==> config.mk <==
export PLATFORM = sky130hd
export DESIGN_NAME = fbuf_write_arbiter
export DESIGN_NICKNAME = d
export VERILOG_FILES = /design/src/rtl/fbuf_pkg.sv /design/src/rtl/fbuf_write_arbiter.sv
export SDC_FILE = /design/constraint.sdc
export NUM_CORES = 1
export LEC_CHECK = 0
export BUFFER_PORTS_ARGS = -buffer_cell sky130_fd_sc_hd__buf_4
export CORE_MARGIN = 5
export CORE_UTILIZATION = 45
export DETAILED_ROUTE_END_ITERATION = 8
export GPL_TIMING_DRIVEN = 0
export PLACE_DENSITY = 0.67
export SLEW_MARGIN = 10
export SYNTH_ARGS = -nofsm -noshare
export SYNTH_HDL_FRONTEND = slang
export SYNTH_SLANG_ARGS = --single-unit
==> constraint.sdc <==
create_clock -name clk -period 2.1 [get_ports clk]
set_input_delay 0.42 -clock clk [delete_from_list [all_inputs] [get_ports clk]]
set_output_delay 0.42 -clock clk [all_outputs]
set_load 0.02 [all_outputs]
==> src/rtl/fbuf_pkg.sv <==
// Shared framebuffer types and geometry for the 64x64 panel (two 32-row halves).
package fbuf_pkg;

  localparam int FB_ADDR_W  = 12;
  localparam int FB_DATA_W  = 4;
  localparam int PANEL_ROWS = 32;
  localparam int PANEL_COLS = 64;

  typedef logic [FB_ADDR_W-1:0] fb_addr_t;
  typedef logic [FB_DATA_W-1:0] fb_pix_t;

  typedef enum logic {
    ARB_IDLE = 1'b0,
    ARB_FILL = 1'b1
  } arb_state_e;

endpackage

==> src/rtl/fbuf_write_arbiter.sv <==
// Framebuffer write-port arbiter: CPU pixel stream vs. whole-buffer colour fill.
// state    | meaning
// ARB_IDLE | CPU owns the port, always ready
// ARB_FILL | fill running; CPU gets at most CPU_BURST slots between fill writes
module fbuf_write_arbiter
  import fbuf_pkg::*;
#(
  parameter int ADDR_W    = FB_ADDR_W,
  parameter int DATA_W    = FB_DATA_W,
  parameter int CPU_BURST = 4
) (
  input  logic              clk,
  input  logic              rst,
  input  logic              cpu_valid,
  output logic              cpu_ready,
  input  logic [ADDR_W-1:0] cpu_addr,
  input  logic [DATA_W-1:0] cpu_data,
  input  logic              fill_start,
  input  logic [DATA_W-1:0] fill_color,
  output logic              fill_busy,
  output logic              fill_done,
  output logic              fb_we,
  output logic [ADDR_W-1:0] fb_waddr,
  output logic [DATA_W-1:0] fb_din
);

  localparam int                 STREAK_W  = $clog2(CPU_BURST + 1);
  localparam logic [STREAK_W-1:0] BURST_MAX = STREAK_W'(CPU_BURST);
  localparam logic [ADDR_W-1:0]   PTR_LAST  = {ADDR_W{1'b1}};

  arb_state_e          state_q, state_d;
  logic [ADDR_W-1:0]   fill_ptr_q, fill_ptr_d;
  logic [DATA_W-1:0]   color_q, color_d;
  logic [STREAK_W-1:0] streak_q, streak_d;
  logic                done_q, done_d;
  logic                we_q, we_d;
  logic [ADDR_W-1:0]   waddr_q, waddr_d;
  logic [DATA_W-1:0]   din_q, din_d;
  logic                cpu_gnt, fill_gnt;

  always_comb begin
    state_d    = state_q;
    fill_ptr_d = fill_ptr_q;
    color_d    = color_q;
    streak_d   = streak_q;
    done_d     = 1'b0;
    cpu_ready  = 1'b1;
    cpu_gnt    = 1'b0;
    fill_gnt   = 1'b0;
    we_d       = 1'b0;
    waddr_d    = waddr_q;
    din_d      = din_q;

    case (state_q)
      ARB_IDLE: begin
        cpu_gnt  = cpu_valid;
        streak_d = '0;
        // A simultaneous CPU request is still served; the fill starts next cycle.
        if (fill_start) begin
          state_d    = ARB_FILL;
          fill_ptr_d = '0;
          color_d    = fill_color;
        end
      end
      ARB_FILL: begin
        cpu_ready = (streak_q != BURST_MAX);
        cpu_gnt   = cpu_valid && (streak_q < BURST_MAX);
        fill_gnt  = !cpu_gnt;
        if (cpu_gnt) begin
          streak_d = streak_q + 1'b1;
        end
        if (fill_gnt) begin
          streak_d = '0;
          if (fill_ptr_q == PTR_LAST) begin
            state_d = ARB_IDLE;
            done_d  = 1'b1;
          end else begin
            fill_ptr_d = fill_ptr_q + 1'b1;
          end
        end
      end
      default: state_d = ARB_IDLE;
    endcase

    if (cpu_gnt) begin
      we_d    = 1'b1;
      waddr_d = cpu_addr;
      din_d   = cpu_data;
    end else if (fill_gnt) begin
      we_d    = 1'b1;
      waddr_d = fill_ptr_q;
      din_d   = color_q;
    end
  end

  always_ff @(posedge clk or negedge rst) begin
    if (!rst) begin
      state_q    <= ARB_IDLE;
      fill_ptr_q <= '0;
      color_q    <= '0;
      streak_q   <= '0;
      done_q     <= 1'b0;
      we_q       <= 1'b0;
      waddr_q    <= '0;
      din_q      <= '0;
    end else begin
      state_q    <= state_d;
      fill_ptr_q <= fill_ptr_d;
      color_q    <= color_d;
      streak_q   <= streak_d;
      done_q     <= done_d;
      we_q       <= we_d;
      waddr_q    <= waddr_d;
      din_q      <= din_d;
    end
  end

  assign fill_busy = (state_q == ARB_FILL);
  assign fill_done = done_q;
  assign fb_we     = we_q;
  assign fb_waddr  = waddr_q;
  assign fb_din    = din_q;

endmodule
==> impl_metrics.env, run 1 <==
export IMPL_ys_seq_elements=38
export IMPL_dr_total_vias=1574
export IMPL_grt_ovfl_total=0
export IMPL_dp_cells=268
export IMPL_drc=0
export IMPL_post_cts_resize_count=0
export IMPL_cts_tree="done"
export IMPL_areaGrowthSynthToFinish_pct=23.4
export IMPL_slew_violations=0
export IMPL_power_switching_uw=679
export IMPL_cts_sink_count=38
export IMPL_crit_arrival_ps=1890
export IMPL_r2r_end="fill_ptr_q[6]"
export IMPL_ys_seq_area_frac=0.476
export IMPL_ys_flop_type="dfrtp_1"
export IMPL_synth_top_area_share=0.476
export IMPL_gp_congestion=0.905
export IMPL_cp_end_kind="flip-flop"
export IMPL_power_density_nw_per_um2=863
export IMPL_drt_wl_total_um=4640
export IMPL_synth_commonest_cells="38 x dfrtp_1, 17 x nand2_1, 16 x mux2i_1"
export IMPL_outcome="finished, final reports clean"
export IMPL_hold_class="in -> async"
export IMPL_switching_share=0.319
export IMPL_port_buffers=42
export IMPL_p_clk_frac=0.240
export IMPL_worst_pin_slew_ps=523
export IMPL_multi_input_area_um2=936
export IMPL_fillCellCount=394
export IMPL_required_ps=2280
export IMPL_place_hpwl_um=3430
export IMPL_drt_iter0_markers=101
export IMPL_vias_per_cell=5.72
export IMPL_synth_distinct_cells=40
export IMPL_finalSetupViolations=0
export IMPL_ff2ff_setup_slack_ps=390
export IMPL_grt_pass1_wl_um=8290
export IMPL_die_h_um=76.7
export IMPL_cp_max_fo=10
export IMPL_groute_usage_overall=0.174
export IMPL_critPathKind="reg -> reg"
export IMPL_synth_warnings=0
export IMPL_cts_max_level=2
export IMPL_finalSetupTns_ps=0
export IMPL_cpMaxStageDelayCell="dfrtp_1"
export IMPL_cp_cell_sequence="ha_1 -> and3_4 -> nand4_4 -> o211ai_2 -> buf_6 -> a211o_1"
export IMPL_drive_gt1_frac=0.395
export IMPL_cap_viol_max_count=0
export IMPL_critPathMaxStageDelay_ps=430
export IMPL_die_area_um2=5880
export IMPL_synthArstFlopShare=1.00
export IMPL_postCtsSetupBuffers=0
export IMPL_finalHoldViolCount=0
export IMPL_clock_latency_ps=290
export IMPL_post_route_min_period_ps=1710
export IMPL_num_rows=24
export IMPL_syn_inst=174
export IMPL_yosysMostFrequentCell="dfrtp_1"
export IMPL_synth_nets=201
export IMPL_synth_area_leaders="dfrtp_1 48%, mux2i_1 8.0%, o221a_2 7.9%, buf_6 3.4%, mux2_2 3.4%"
export IMPL_die_w_um=76.7
export IMPL_r2r_cells=6
export IMPL_synth_cell_area_um2=2000
export IMPL_wire_per_inst_um=16.9
export IMPL_p_int_mw=1.45
export IMPL_cp_start_kind="flip-flop"
export IMPL_sequentialPowerShare=0.468
export IMPL_cts_root_buf="clkbuf_8"
export IMPL_core_area_um2=4320
export IMPL_syn_avg_cell_area_um2=11.5
export IMPL_fin_cells=275
export IMPL_timing_hold_ws_ps=81.1
export IMPL_initial_utilization=0.462
export IMPL_dr_pass1_iters=4
export IMPL_timing_fmax_mhz=583
export IMPL_grt_antenna_before_repair=0
export IMPL_register_area_um2=951
export IMPL_boundaryPins=44
export IMPL_rsz0062_at_grt="false"
export IMPL_reg2reg_from="fill_ptr_q[0]"
export IMPL_grt_max_degree=39
export IMPL_synth_area_leader_cell="dfrtp_1"
export IMPL_cts_buffers=5
export IMPL_p_leak_nw=1.11
export IMPL_fin_nets=249
export IMPL_period_share=0.816
export IMPL_peakVddDrop_v=0.000488
export IMPL_clkSlewWorstSetupHoldPaths_ps=70
export IMPL_antenna_cells=0
export IMPL_maxSlewHeadroom=0.651
export IMPL_clock_path_buffers=2
export IMPL_ant_nets=0
export IMPL_finClkSkew_ps=6.62
export IMPL_grt_pass1_vias=1627
export IMPL_p_comb_frac=0.292
export IMPL_synth_edf_count=0
[worst max-delay path: cells and delay by family (launching register included)]
family | cells | cell delay, ps
AOI/OAI and AO/OA | 2 | 430
DFF | 1 | 430
adders and majority gates | 1 | 260
and+or+nand+nor | 2 | 310
buffers and inverters | 1 | 180
[area by class of cell]
cell class	count	share of cell area
sequential	38	0.385
timing repair buffer	42	0.128
multi-input combinational	120	0.379
inverter	4	0.00609
tap	52	0.0264
clock buffer	7	0.0350
buffer	11	0.0380
clock inverter	1	0.00203
[cells in the final DEF, fill, tap and decap left out, types with 3 or more instances in the layout]
master    instances
ha_1              3
mux2i_1          16
nor3_1            6
a211o_1           3
mux2_2            6
inv_1             3
clkbuf_8          6
o221a_2          14
a221o_1           3
nor2_1           11
buf_2             3
nand2_1          17
and3_1            4
buf_4            43
dfrtp_1          38
nand3_1           6
nand4_1           3
buf_6             6
[logic make-up after synthesis]
group | synth area share
DFF | 0.476
buffers and inverters | 0.0563
and+or+nand+nor | 0.172
AOI/OAI and AO/OA | 0.163
adders and majority gates | 0.0188
muxes | 0.114
[power groups by stage]
stage,Clock [mW],Combinational (mW),Sequential (mW)
final,0.511,0.621,0.997
after global routing,0.568,0.684,1.02
after CTS,0.530,0.628,0.996
after detailed placement,0,0.625,1.01
after global placement,0,0.610,1.00
after floorplan,0,0.372,1.04
[state kept, by name (all words and copies together) (netlist names)]
signal / cells
fill_done: 1
fb_waddr: 12
fb_din: 4
fill_ptr_q: 12
color_q: 4
fb_we: 1
streak_q: 3
fill_busy: 1
[worst max-delay path by stage]
stage	startpoint	to	slack, ps	cells past startpoint
6_report	fill_ptr_q[0]	fill_ptr_q[6]	390	6
3_5_place_dp	fill_ptr_q[0]	fill_ptr_q[11]	380	6
4_1_cts	fill_busy	cpu_ready	100	4
2_1_floorplan	fill_ptr_q[0]	fill_ptr_q[11]	540	6
3_3_place_gp	fill_ptr_q[0]	fill_ptr_q[9]	420	6
5_1_grt	fill_ptr_q[0]	fill_ptr_q[4]	280	6
[repair_timing]
item                                    4_1_cts  5_1_grt
hold buffers                                  0        0
endpoints found under the setup margin        0        1
endpoints found under the hold margin         0        0
[layer usage]
metal / part of all wire / vias up / track usage
li1: - / 756 / -
met4: 0.020 / 0 / 0.0577
met2: 0.48 / 37 / 0.276
met3: 0.053 / 10 / 0.0492
met5: 0 / - / 0
met1: 0.44 / 771 / 0.230
[through the flow]
stage	power, mW	util	setup slack, ps	instance area [µm²]
floorplan	1.41	-	539	2000
global placement	1.61	0.550	416	2380
CTS	2.15	0.571	97.7	2470
global route	2.27	0.571	280	2470
detailed placement	1.63	0.550	384	2380
finish	2.13	0.571	386	2470
No activity file was read; power rests on OpenSTA's default activity.
==> run 2, diff against run 1 <==
==> constraint.sdc (replaced) <==
create_clock -name clk -period 1.7 [get_ports clk]
set_input_delay 0.34 -clock clk [delete_from_list [all_inputs] [get_ports clk]]
set_output_delay 0.34 -clock clk [all_outputs]
set_load 0.02 [all_outputs]
==> run 2 against run 1 <==
Register-to-register slack got worse by 280 ps. Non-clock buffer count is 4 higher. Total power grew 25%. Wire length grew 2.2%. Critical path type is now reg -> out.
==> impl_metrics.env, run 2 (synthesis results as in run 1) <==
export IMPL_timing_fmax_mhz=603
export IMPL_port_buffers=42
export IMPL_die_area_um2=5880
export IMPL_period_share=0.976
export IMPL_cp_start_kind="flip-flop"
export IMPL_initial_utilization=0.462
export IMPL_antenna_cells=0
export IMPL_critPathKind="reg -> out"
export IMPL_power_total_mw=2.66
export IMPL_die_h_um=76.7
export IMPL_finalSetupTns_ps=0
export IMPL_clock_path_buffers=2
export IMPL_vias_per_cell=5.74
export IMPL_die_w_um=76.7
export IMPL_core_area_um2=4320
export IMPL_drt_wl_total_um=4740
export IMPL_cts_sink_count=38
export IMPL_boundaryPins=44
export IMPL_wire_per_inst_um=17.0
export IMPL_rsz0062_at_grt="true"
export IMPL_grt_ovfl_total=0
export IMPL_grt_antenna_before_repair=0
export IMPL_finalHoldViolCount=0
export IMPL_gp_congestion=0.905
export IMPL_drt_iter0_markers=93
export IMPL_p_leak_nw=1.14
export IMPL_required_ps=1360
export IMPL_grt_max_degree=39
export IMPL_crit_arrival_ps=1320
export IMPL_slew_violations=0
export IMPL_cap_viol_max_count=0
export IMPL_worst_pin_slew_ps=531
export IMPL_clkSlewWorstSetupHoldPaths_ps=70
export IMPL_reg2reg_from="fill_busy"
export IMPL_cp_end_kind="output port"
export IMPL_post_route_min_period_ps=1660
export IMPL_ff2ff_setup_slack_ps=110
export IMPL_final_common_cell="buf_4"
export IMPL_peakVddDrop_v=0.000623
export IMPL_ant_nets=0
export IMPL_areaGrowthSynthToFinish_pct=25.5
export IMPL_final_area_um2=2510
export IMPL_cts_buffers=5
export IMPL_r2r_end="fb_din[2]"
export IMPL_drive_gt1_frac=0.405
export IMPL_grt_pass1_wl_um=8320
export IMPL_clock_latency_ps=290
export IMPL_cts_max_level=2
export IMPL_cts_tree="done"
export IMPL_dr_pass1_iters=4
export IMPL_final_cell_mix="46 x buf_4, 38 x dfrtp_1, 17 x nand2_1"
export IMPL_hold_class="in -> async"
export IMPL_groute_usage_overall=0.175
export IMPL_place_area_um2=2380
export IMPL_finClkSkew_ps=7.03
export IMPL_num_rows=24
export IMPL_power_density_nw_per_um2=1060
export IMPL_outcome="finished, final reports clean"
export IMPL_r2r_cells=5
export IMPL_drc=0
export IMPL_maxSlewHeadroom=0.646
export IMPL_cts_root_buf="clkbuf_8"
export IMPL_fillCellCount=391
export IMPL_cp_max_fo=10
export IMPL_dr_total_vias=1601
export IMPL_fin_nets=253
export IMPL_place_hpwl_um=3430
export IMPL_grt_pass1_vias=1635
export IMPL_finalSetupViolations=0
[run 2: changes by cell type in the layout (fill, tap and decap cells not counted), sizes merged]
cell and change:
buf +4
[run 2: how the worst max path moves through the flow]
stage | startpoint | end | slack, ps | cells after the start
after floorplan | fill_ptr_q[0] | fill_ptr_q[11] | 140 | 6
after global placement | fill_ptr_q[0] | fill_ptr_q[9] | 20 | 6
after detailed placement | fill_ptr_q[0] | fill_ptr_q[11] | -20 | 6
after CTS | fill_ptr_q[1] | fill_ptr_q[6] | 7 | 6
after global routing | fill_busy | cpu_ready | -10 | 4
final | fill_busy | cpu_ready | 40 | 4
[run 2: layer usage]
| metal | global-route usage | share of wire | vias to the layer above |
|---|---|---|---|
| li1 | - | - | 762 |
| met1 | 0.232 | 0.46 | 797 |
| met2 | 0.276 | 0.48 | 33 |
| met3 | 0.0492 | 0.047 | 9 |
| met4 | 0.0577 | 0.019 | 0 |
| met5 | 0 | 0 | - |
[run 2: power breakdown]
group | switching (mW) | total, mW | internal [mW]
Sequential | 0.160 | 1.22 | 1.06
Combinational | 0.382 | 0.801 | 0.419
Clock | 0.305 | 0.632 | 0.327
Total | 0.847 | 2.66 | 1.81
[run 2: stage by stage]
stage | hold slack [ps] | setup WS, ps | std cells | utilization
after floorplan | 44.4 | 139 | 174 | -
after global placement | 326 | 16.5 | 268 | 0.550
after detailed placement | 339 | -16.3 | 268 | 0.550
after CTS | 20.6 | 6.76 | 277 | 0.575
after global routing | 39.5 | -12.3 | 279 | 0.580
final | 9.50 | 40.7 | 279 | 0.580
[run 2: critical path, cell delays in order, from the launching register on]
cell and delay (ps):
dfrtp_1 410, buf_6 180, buf_4 190, nand3_1 90, buf_4 160
[run 2: layout make-up]
class                           count  area, µm²  share of cell area
Sequential cell                    38        951               0.379
Multi-Input combinational cell    120        945               0.376
Clock inverter                      1       5.00             0.00199
Timing Repair Buffer               45        338               0.135
Buffer                             12        105              0.0419
Inverter                            4       15.0             0.00598
Tap cell                           52       65.1              0.0259
Clock buffer                        7       86.3              0.0344
[run 2: timing repair]
action / 4_1_cts / 5_1_grt
hold buffers: 0 / 0
gates resized for setup: 3 / 2
setup buffers: 1 / 2
setup endpoints to repair: 5 / 7
==> run 3, diff against run 2 <==
--- a/config.mk
+++ b/config.mk
@@ -5,12 +5,15 @@
 export SDC_FILE = /design/constraint.sdc
 export NUM_CORES = 1
 export LEC_CHECK = 0
+export ABC_AREA = 1
 export BUFFER_PORTS_ARGS = -buffer_cell sky130_fd_sc_hd__buf_4
+export CELL_PAD_IN_SITES_DETAIL_PLACEMENT = 2
+export CELL_PAD_IN_SITES_GLOBAL_PLACEMENT = 2
 export CORE_MARGIN = 5
-export CORE_UTILIZATION = 45
+export CORE_UTILIZATION = 30
 export DETAILED_ROUTE_END_ITERATION = 8
 export GPL_TIMING_DRIVEN = 0
-export PLACE_DENSITY = 0.67
+export PLACE_DENSITY = 0.77
 export SLEW_MARGIN = 10
 export SYNTH_ARGS = -nofsm -noshare
 export SYNTH_HDL_FRONTEND = slang
==> run 3 against run 2 <==
Worst setup slack improved by 110 ps. Clock power increased by 4.0%. Combinational power decreased by 26%. Area after synthesis decreased by 7.7%. Critical path type unchanged. Largest power group unchanged.
==> impl_metrics.env, run 3 <==
export IMPL_yosysMostFrequentCell="nand2_1"
export IMPL_period_share=0.914
export IMPL_finalSetupTns_ps=0
export IMPL_finalHoldViolCount=0
export IMPL_ant_nets=0
export IMPL_die_h_um=88.4
export IMPL_timing_fmax_mhz=644
export IMPL_cts_tree="done"
export IMPL_use_met2=0.256
export IMPL_ys_seq_area_frac=0.515
export IMPL_drc=0
export IMPL_fin_nets=302
export IMPL_power_total_mw=2.42
export IMPL_die_area_um2=7820
export IMPL_grt_pass1_vias=1834
export IMPL_setup_ws_ps=146
export IMPL_final_common_cell="nand2_1"
export IMPL_slew_violations=0
export IMPL_synth_edf_count=0
export IMPL_grt_max_degree=39
export IMPL_cp_cell_sequence="buf_2 -> nand3_1 -> buf_4"
export IMPL_cts_root_buf="clkbuf_8"
export IMPL_cts_hold_buf=0
export IMPL_synth_top_area_share=0.515
export IMPL_synth_warnings=0
export IMPL_timing_hold_ws_ps=8.41
export IMPL_vias_per_cell=4.87
export IMPL_grt_busiest_layer="met2"
export IMPL_worst_pin_slew_ps=504
export IMPL_port_buffers=43
export IMPL_critPathBufInv=2
export IMPL_finalSetupViolations=0
export IMPL_maxSlewHeadroom=0.664
export IMPL_cts_max_level=2
export IMPL_num_rows=28
export IMPL_core_area_um2=5960
export IMPL_final_cell_mix="62 x nand2_1, 43 x buf_4, 38 x dfrtp_1"
export IMPL_cp_num_cells=3
export IMPL_ys_seq_elements=38
export IMPL_cpMaxStageDelayCell="dfrtp_1"
export IMPL_boundaryPins=44
export IMPL_clock_latency_ps=300
export IMPL_synth_area_leader_cell="dfrtp_1"
export IMPL_finClkSkew_ps=4.92
export IMPL_synth_distinct_cells=24
export IMPL_post_route_min_period_ps=1550
export IMPL_crit_family="buffers and inverters"
export IMPL_dr_pass1_iters=4
export IMPL_clkSlewWorstSetupHoldPaths_ps=80
export IMPL_power_density_nw_per_um2=1030
export IMPL_cap_viol_max_count=0
export IMPL_drt_wl_total_um=5580
export IMPL_r2r_cells=9
export IMPL_postCtsSetupBuffers=0
export IMPL_drive_gt1_frac=0.250
export IMPL_antenna_cells=0
export IMPL_fillCellCount=692
export IMPL_drt_iter0_markers=24
export IMPL_syn_avg_cell_area_um2=8.20
export IMPL_clock_path_buffers=2
export IMPL_synth_cell_area_um2=1850
export IMPL_p_leak_nw=1.17
export IMPL_grt_antenna_before_repair=0
export IMPL_die_w_um=88.4
export IMPL_cp_start_kind="flip-flop"
export IMPL_synth_nets=252
export IMPL_critPathKind="reg -> out"
export IMPL_dr_total_vias=1710
export IMPL_synth_commonest_cells="62 x nand2_1, 38 x dfrtp_1, 26 x inv_1"
export IMPL_groute_usage_overall=0.151
export IMPL_gp_congestion=0.717
export IMPL_grt_ovfl_total=0
export IMPL_cts_buffers=5
export IMPL_wire_per_inst_um=15.9
export IMPL_synthArstFlopShare=1.00
export IMPL_ys_flop_type="dfrtp_1"
export IMPL_areaGrowthSynthToFinish_pct=27.5
export IMPL_preCtsSetupSlack_ps=85.5
export IMPL_critPathMaxStageDelay_ps=380
export IMPL_rsz0062_at_grt="false"
export IMPL_place_hpwl_um=4260
export IMPL_grt_pass1_wl_um=8970
export IMPL_crit_arrival_ps=1210
export IMPL_syn_inst=225
export IMPL_grt_use_met1=0.189
export IMPL_peakVddDrop_v=0.000373
export IMPL_post_cts_resize_count=0
export IMPL_cts_sink_count=38
export IMPL_synth_area_leaders="dfrtp_1 52%, nand2_1 13%, nand3_1 5.4%, inv_1 5.3%, a21oi_1 3.8%"
export IMPL_required_ps=1360
export IMPL_hold_class="in -> async"
export IMPL_cp_end_kind="output port"
export IMPL_initial_utilization=0.310
export IMPL_outcome="finished, final reports clean"
export IMPL_cp_max_fo=10
export IMPL_ff2ff_setup_slack_ps=170
export IMPL_met3_usage=0.0345
==> run 3: kinds of logic after synthesis <==
| group | after synthesis | synth area share |
|---|---|---|
| buf+inv | 35 | 0.0780 |
| fa+ha+maj | 3 | 0.0203 |
| flops | 38 | 0.515 |
| simple gates | 108 | 0.252 |
| compound gates | 41 | 0.135 |
==> run 3: area by class of cell <==
cell class | count | area [µm²] | share of cell area
Sequential cell | 38 | 951 | 0.404
Multi-Input combinational cell | 152 | 751 | 0.319
Timing Repair Buffer | 43 | 323 | 0.137
Inverter | 29 | 109 | 0.0463
Tap cell | 75 | 93.8 | 0.0399
Clock buffer | 7 | 86.3 | 0.0367
Buffer | 6 | 35.0 | 0.0149
Clock inverter | 1 | 5.00 | 0.00213
==> run 3: per-layer routing <==
layer / wire length (µm) / part of all wire
met1: 2550 / 0.46
met2: 2720 / 0.49
met4: 54 / 0.0097
met5: 0 / 0
met3: 256 / 0.046
==> run 3: stage by stage <==
| step | cell area [µm²] | utilization | cells |
|---|---|---|---|
| floorplan | 1850 | - | 225 |
| global placement | 2260 | 0.380 | 343 |
| detailed placement | 2260 | 0.380 | 343 |
| CTS | 2350 | 0.395 | 351 |
| global route | 2350 | 0.395 | 351 |
| finish | 2350 | 0.395 | 351 |
==> run 3: where the power goes <==
group | switching [mW] | total (mW) | internal, mW | leakage [nW]
logic | 0.348 | 0.594 | 0.245 | 0.646
clock network | 0.330 | 0.657 | 0.328 | 0.0482
registers | 0.130 | 1.17 | 1.04 | 0.477
==> run 3: final timing paths <==
path	startpoint	to
setup / recovery	fill_busy	cpu_ready
hold / removal	rst	fill_ptr_q[6]
setup reg to reg	fill_ptr_q[1]	fill_ptr_q[9]
hold reg to reg	streak_q[0]	streak_q[0]
max in group asynchronous	rst	fb_we
min in group clk	fill_color[2]	color_q[2]
